--- src/rtl/if_pkg.sv ---
// Shared types and constants for the instruction-fetch stage.
package if_pkg;

  localparam int unsigned ADDR_W_DEF   = 7;
  localparam int unsigned INSTR_W_DEF  = 32;
  localparam int unsigned MAX_WAIT_DEF = 8;

  // addi x0, x0, 0
  localparam logic [31:0] NOP = 32'h0000_0013;

  typedef enum logic [2:0] {
    IDLE,
    FETCH,
    HOLD,
    DRAIN,
    HALT
  } if_state_e;

endpackage

--- src/rtl/if_id_reg.sv ---
// IF/ID pipeline register: valid flag plus the captured instruction and its address.
module if_id_reg
  import if_pkg::*;
#(
  parameter int unsigned ADDR_W  = ADDR_W_DEF,
  parameter int unsigned INSTR_W = INSTR_W_DEF
) (
  input  logic               clk,
  input  logic               rst,
  input  logic               load_i,
  input  logic               clr_i,
  input  logic [INSTR_W-1:0] instr_i,
  input  logic [ADDR_W-1:0]  pc_i,
  output logic               valid_o,
  output logic [INSTR_W-1:0] instr_o,
  output logic [ADDR_W-1:0]  pc_o
);

  logic               valid_q;
  logic [INSTR_W-1:0] instr_q;
  logic [ADDR_W-1:0]  pc_q;

  // NOTE: sequential state uses non-blocking assignments so every register
  // samples pre-edge values; payload fields are reset too because decode
  // observes id_instr/id_pc directly and must see zeros out of reset.
  always_ff @(posedge clk or negedge rst) begin
    if (!rst) begin
      valid_q <= 1'b0;
      instr_q <= '0;
      pc_q    <= '0;
    end else if (load_i) begin
      valid_q <= 1'b1;
      instr_q <= instr_i;
      pc_q    <= pc_i;
    end else if (clr_i) begin
      valid_q <= 1'b0;
    end
  end

  assign valid_o = valid_q;
  assign instr_o = instr_q;
  assign pc_o    = pc_q;

endmodule

--- src/rtl/if_fetch.sv ---
// Instruction-fetch stage: one imem request per pc, result held in IF/ID until decode takes it.
// Optional build macro FETCH_TIMEOUT_EN adds an ack timeout that halts the stage with fetch_err.
module if_fetch
  import if_pkg::*;
#(
  parameter int unsigned ADDR_W   = ADDR_W_DEF,
  parameter int unsigned INSTR_W  = INSTR_W_DEF,
  parameter int unsigned MAX_WAIT = MAX_WAIT_DEF
) (
  input  logic               clk,
  input  logic               rst,
  input  logic [ADDR_W-1:0]  pc_in,
  output logic [ADDR_W-1:0]  pc_plus4,
  output logic               pc_advance,
  input  logic               redirect,
  output logic               imem_req,
  output logic [ADDR_W-1:0]  imem_addr,
  input  logic               imem_ack,
  input  logic [INSTR_W-1:0] imem_rdata,
  output logic               id_valid,
  input  logic               id_ready,
  output logic [INSTR_W-1:0] id_instr,
  output logic [ADDR_W-1:0]  id_pc,
  output logic               fetch_err
);

  if (ADDR_W < 3 || MAX_WAIT < 1) begin : g_param_check
    $error("if_fetch: ADDR_W must be >= 3 and MAX_WAIT >= 1");
  end

  if_state_e         state_q, state_d;
  logic [ADDR_W-1:0] addr_q, addr_d;
  logic              id_load;
  logic              id_clr;

`ifdef FETCH_TIMEOUT_EN
  localparam int unsigned CNT_W = $clog2(MAX_WAIT + 1);

  logic [CNT_W-1:0] cnt_q, cnt_d;
  logic             err_q, err_d;
`endif

  // Wraps modulo 2^ADDR_W; pc_in alignment is deliberately not checked.
  assign pc_plus4  = pc_in + ADDR_W'(4);
  assign imem_addr = addr_q;

  always_ff @(posedge clk or negedge rst) begin
    if (!rst) begin
      state_q <= IDLE;
      addr_q  <= '0;
    end else begin
      state_q <= state_d;
      addr_q  <= addr_d;
    end
  end

`ifdef FETCH_TIMEOUT_EN
  always_ff @(posedge clk or negedge rst) begin
    if (!rst) begin
      cnt_q <= '0;
      err_q <= 1'b0;
    end else begin
      cnt_q <= cnt_d;
      err_q <= err_d;
    end
  end

  assign fetch_err = err_q;
`else
  assign fetch_err = 1'b0;
`endif

  // NOTE: every signal written here gets a default first, so no path through
  // the case statement can leave one unassigned and infer a latch.
  always_comb begin
    state_d    = state_q;
    addr_d     = addr_q;
    imem_req   = 1'b0;
    pc_advance = 1'b0;
    id_load    = 1'b0;
    id_clr     = 1'b0;
`ifdef FETCH_TIMEOUT_EN
    cnt_d      = '0;
    err_d      = err_q;
`endif

    case (state_q)
      IDLE: begin
        addr_d  = pc_in;
        state_d = FETCH;
      end

      FETCH: begin
        imem_req = 1'b1;
        if (redirect) begin
          // A redirected request that is not yet acked is still owed by memory.
          state_d = imem_ack ? IDLE : DRAIN;
        end else if (imem_ack) begin
          id_load    = 1'b1;
          pc_advance = 1'b1;
          state_d    = HOLD;
        end
`ifdef FETCH_TIMEOUT_EN
        else if (cnt_q == CNT_W'(MAX_WAIT - 1)) begin
          err_d   = 1'b1;
          state_d = HALT;
        end else begin
          cnt_d = cnt_q + CNT_W'(1);
        end
`endif
      end

      HOLD: begin
        if (redirect) begin
          id_clr  = 1'b1;
          state_d = IDLE;
        end else if (id_ready) begin
          // pc register already stepped when this word was captured.
          id_clr  = 1'b1;
          addr_d  = pc_in;
          state_d = FETCH;
        end
      end

      DRAIN: begin
        if (imem_ack) begin
          state_d = IDLE;
        end
      end

`ifdef FETCH_TIMEOUT_EN
      HALT: begin
        state_d = HALT;
      end
`endif

      default: begin
        state_d = IDLE;
      end
    endcase
  end

  if_id_reg #(
    .ADDR_W (ADDR_W),
    .INSTR_W(INSTR_W)
  ) u_if_id_reg (
    .clk    (clk),
    .rst    (rst),
    .load_i (id_load),
    .clr_i  (id_clr),
    .instr_i(imem_rdata),
    .pc_i   (addr_q),
    .valid_o(id_valid),
    .instr_o(id_instr),
    .pc_o   (id_pc)
  );

endmodule

--- config.mk ---
export PLATFORM = sky130hd
export DESIGN_NAME = if_fetch
export DESIGN_NICKNAME = d
export VERILOG_FILES = /design/src/rtl/if_pkg.sv /design/src/rtl/if_id_reg.sv /design/src/rtl/if_fetch.sv
export SDC_FILE = /design/constraint.sdc
export NUM_CORES = 1
export LEC_CHECK = 0
export BUFFER_PORTS_ARGS = -buffer_cell sky130_fd_sc_hd__buf_2
export CAP_MARGIN = 10
export CORE_MARGIN = 3
export CORE_UTILIZATION = 50
export CTS_BUF_LIST = sky130_fd_sc_hd__clkbuf_4 sky130_fd_sc_hd__clkbuf_8
export DETAILED_ROUTE_END_ITERATION = 16
export PLACE_DENSITY = 0.89
export SETUP_SLACK_MARGIN = 0.3
export SYNTH_ARGS = -nofsm -noshare
export SYNTH_HDL_FRONTEND = slang
export SYNTH_HIERARCHICAL = 1
export SYNTH_SLANG_ARGS = --single-unit
--- constraint.sdc ---
create_clock -name clk -period 2.32 [get_ports clk]
set_input_delay 0.232 -clock clk [delete_from_list [all_inputs] [get_ports clk]]
set_output_delay 0.232 -clock clk [all_outputs]
set_load 0.02 [all_outputs]
## Word-level counts from Yosys, hierarchy flattened

Cells that the tools add are included.

- Flip-flop bits (word level): 50
- Output and inout bits: 57

- Add/subtract/negate cells: 1
- Equality and inequality tests: 8
- Muxes and demuxes: 19
- Reductions and logical operators: 5

Operator list:

| kind | count |
|---|---|
| $mux W3 | 5 |
| $mux W7 | 2 |
| $pmux W7 S2 | 1 |
| $pmux W3 S4 | 1 |
| $mux W1 | 9 |
| $add A7 B3 Y7 const B | 1 |
| $eq A3 B2 Y1 const B | 2 |
| $ne A2 B2 Y1 const B | 3 |
| $ne A3 B3 Y1 const B | 2 |
| $reduce_and A3 Y1 | 2 |
| $reduce_bool A2 Y1 | 2 |
| $eq A3 B1 Y1 const B | 1 |
| $logic_not A3 Y1 | 1 |
| $mux W2 | 1 |

## Longest topological paths before layout

- Word-level depth: 5
- Mapped depth: 4

## Hierarchy

The synthesis kept the hierarchy.

By module, submodules not included:

| module | times used | cells each | area an instance (sq um) |
|---|---|---|---|
| if_id_reg | 1 | 85 | 1496.4 |
| if_fetch | 1 | 39 | 485.5 |

## Least setup slack after synthesis

No wires, ideal clock.

- Path kind: reg-to-reg
- From: register state_q[0]
- To: register u_if_id_reg.instr_q[0] (netlist: u_if_id_reg/instr_o[0])
- Library setup time: 125 ps
- Data arrival time: 1649 ps
- Required time: 2195 ps
- Slack: 547 ps
- Stages on the path, launching flop included: 5
- Clock period less this slack: 1773 ps
- Path through: dfrtp_1 nor2b_1 and3b_4 buf_6 mux2_2

- Longest elaborated chain between the ends: 2

Ends and longest elaborated chain:

| what | line | source |
|---|---|---|
| start, declared | if_fetch.sv:31 | `if_state_e state_q, state_d;` |
| start signal, assigned | if_fetch.sv:52 | `state_q <= state_d;` |
| $eq A3 B1 Y1 | n/a |  |
| $mux W1 | n/a |  |
| named net pc_advance | if_fetch.sv:14 | `output logic pc_advance,` |
| end signal, assigned | if_id_reg.sv:33 | `instr_q <= instr_i;` |
| end, declared | if_id_reg.sv:20 | `logic [INSTR_W-1:0] instr_q;` |

The timed path passes the listed nets, and every way through them passes these cells.
A chain may end at the register's enable or synchronous reset.

## Worst setup path after layout

- From: register state_q[0]
- To: output port pc_advance

- Longest elaborated chain between the ends: 2

Ends and longest elaborated chain:

| what | line | source |
|---|---|---|
| $eq A3 B1 Y1 | if_fetch.sv:87 | `case (state_q)` |
| $mux W1 | if_fetch.sv:87 |  |
| end, declared | if_fetch.sv:14 |  |

No other way between the ends.

==> metrics.yaml <==
drt-total-wl_um: 4110
grt_start_max_net_pins: 43
syn_to_final_growth_pct: 30.9
worstPathRequired_ns: 2.09
leakage_nw: 1.29
worstSetupEndpointType: "output port"
holdCritStartpoint: "imem_rdata[13]"
antenna_found_initial: 0
dp_hpwl_um: 2960
p_total_mw: 3.47
firstDrtPassIters: 4
gp_congestion: 0.679
startpoint: "state_q[0]"
syn_inst: 124
ir_drop_mv: 0.751
worstReg2RegStart: "state_q[0]"
clock-sinks: 49
ff2ff_path_depth: 3
vias_per_cell: 4.99
grt_first_pass_wirelength_um: 6010
setup_violations: 0
hold_viol: 0
htreeDepth: 2
period_share_pct: 85.7
final-max-slew-violation-count: 0
synth-warning-count: 6
status: "completed"
clock_path_buffers: 2
routed-wl-met2_um: 2070
remaining_drc_errors: 0
fp.dieW_um: 69.0
grt_pass1_vias: 1327
io_pins: 101
n_antenna_cell: 0
final.setup_skew_ns: 0.00608
worstSetupPathType: "flop to output port"
layout_common_cells: "99 x buf_2, 49 x dfrtp_1, 46 x mux2_2"
finalNetCount: 272
cts.clk_slew.worst_paths_ns: 0.09
yosysUniqueCellTypes: 21
cts_setup_buffers: 0
n_fill_cell: 306
cts_root_buffer: "clkbuf_8"
die-area_um2: 4760
cp_max_fo: 21
syn_nets: 169
netlist_area_um2: 1980
hold_depth: 2
die_h_um: 69.0
ys_seq_area_share_pct: 61.9
vias: 1371
postRouteAntennaNets: 0
cts_buffers: 5
wl_per_cell_um: 14.9
slew_headroom_pct: 58.0
rows: 22
rsz0062_at_grt: "yes"
maxCapViolations: 0
min_path_type: "input port to flop"
top_layer_used: "met4"
r2r_end: "u_if_id_reg/instr_o[25]"
grt-ovfl-total: 0
core_um2: 3740
max_freq_ghz: 0.503
drtIter0Drc: 53
postSynthAreaPerCell_um2: 16.0
tritoncts: "built"
r2r_setup_slack_ns: 0.48
initial_core_util_pct: 52.9
clk_latency_ns: 0.29
final_common_cell: "buf_2"
grt.total_usage_pct: 17.7
port_buffers: 99
setup-tns-final_ns: 0
worst_setup_path_start_kind: "flop"
hold_path_end: "u_if_id_reg/instr_o[13]"
synth.ff_latch_count: 49
wl_met3_um: 409
tightestPinTransition_ns: 0.630
wl_met1_um: 1590
power_density_nw_per_um2: 1340
arrival_ns: 1.76
final.min_clock_period_ns: 1.99
drive_gt1_share_pct: 69.6
[routing by layer]
layer  up-vias  GRT usage [%]
met5         -              0
met4         0           8.03
met3         4           8.10
met2        64           29.6
met1       669           19.1
li1        634              -
[worst max-delay path by stage]
stage | slack, ns | end | cells past startpoint
after floorplan | 0.55 | u_if_id_reg/instr_o[0] | 4
after global placement | 0.57 | u_if_id_reg/instr_o[1] | 3
after detailed placement | 0.49 | u_if_id_reg/instr_o[15] | 3
after CTS | 0.18 | pc_advance | 3
after global routing | 0.23 | pc_advance | 3
final | 0.33 | pc_advance | 3
[state kept, by name, indices dropped and copies added (netlist names)]
register,count
u_if_id_reg/valid_o,1
state_q,2
imem_addr,7
u_if_id_reg/pc_o,7
u_if_id_reg/instr_o,32
[synthesized netlist by cell type]
| master | number | share of area [%] |
|---|---|---|
| a21o_1 | 1 | 0.38 |
| a21oi_4 | 1 | 0.82 |
| a221o_1 | 1 | 0.51 |
| a31oi_1 | 1 | 0.32 |
| and2_1 | 1 | 0.32 |
| and3b_4 | 1 | 0.63 |
| buf_4 | 3 | 1.1 |
| buf_6 | 4 | 2.3 |
| conb_1 | 1 | 0.19 |
| dfrtp_1 | 49 | 62 |
| ha_1 | 1 | 0.63 |
| inv_1 | 3 | 0.57 |
| mux2_2 | 46 | 26 |
| nand2b_4 | 1 | 0.69 |
| nand3_1 | 2 | 0.51 |
| nor2b_1 | 2 | 0.63 |
| o211a_1 | 1 | 0.51 |
| o21ai_0 | 1 | 0.25 |
| or3_1 | 1 | 0.32 |
| xnor2_1 | 2 | 0.88 |
| xor2_1 | 1 | 0.44 |
[per-stage QoR]
stage          setup WS [ns]  hold WS [ns]  utilization (%)  cells  instance area, um^2
3_5_place_dp           0.491         0.285             66.4    266                 2480
4_1_cts                0.181         0.156             69.1    274                 2580
5_1_grt                0.226         0.147             69.3    275                 2590
2_1_floorplan          0.547       -0.0636                -    124                 1980
3_3_place_gp           0.569         0.282             66.4    266                 2480
6_report               0.331         0.163             69.3    275                 2590
[repair_timing]
action                     in CTS  in global routing
gates resized for setup         0                  1
setup endpoints to repair       1                  1
gates cloned                    0                  1
hold endpoints to repair       27                  0
pin swaps                       1                  1
hold buffers                    1                  0
[cell families (layout without fill, tap and decap cells)]
group           count (synthesis)  in the layout  synth area share (%)
fa+ha+maj                       1              1                 0.631
compound gates                  6              6                  2.78
other cells                     1              1                 0.189
xor+xnor                        3              3                  1.33
buf+inv                        10            112                  3.98
mux                            46             46                  26.1
simple gates                    8              9                  3.09
flops                          49             49                  61.9
[worst max-delay path, stage by stage (launching register included)]
cell	delay (ns)
dfrtp_1	0.47
nor2b_1	0.29
and3b_4	0.46
buf_2	0.24
[power by group]
part           switching [mW]  internal, mW
logic                   0.856         0.636
clock network           0.262         0.249
registers               0.211          1.25
[area by class of cell]
class / instances / area (um^2) / share of cell area, %
Timing Repair Buffer: 102 / 520 / 20.1
Inverter: 3 / 11.3 / 0.434
Multi-Input combinational cell: 66 / 687 / 26.5
Clock buffer: 7 / 90.1 / 3.47
Sequential cell: 49 / 1230 / 47.3
Tap cell: 48 / 60.1 / 2.31
Power figures use the tool's default switching activity.
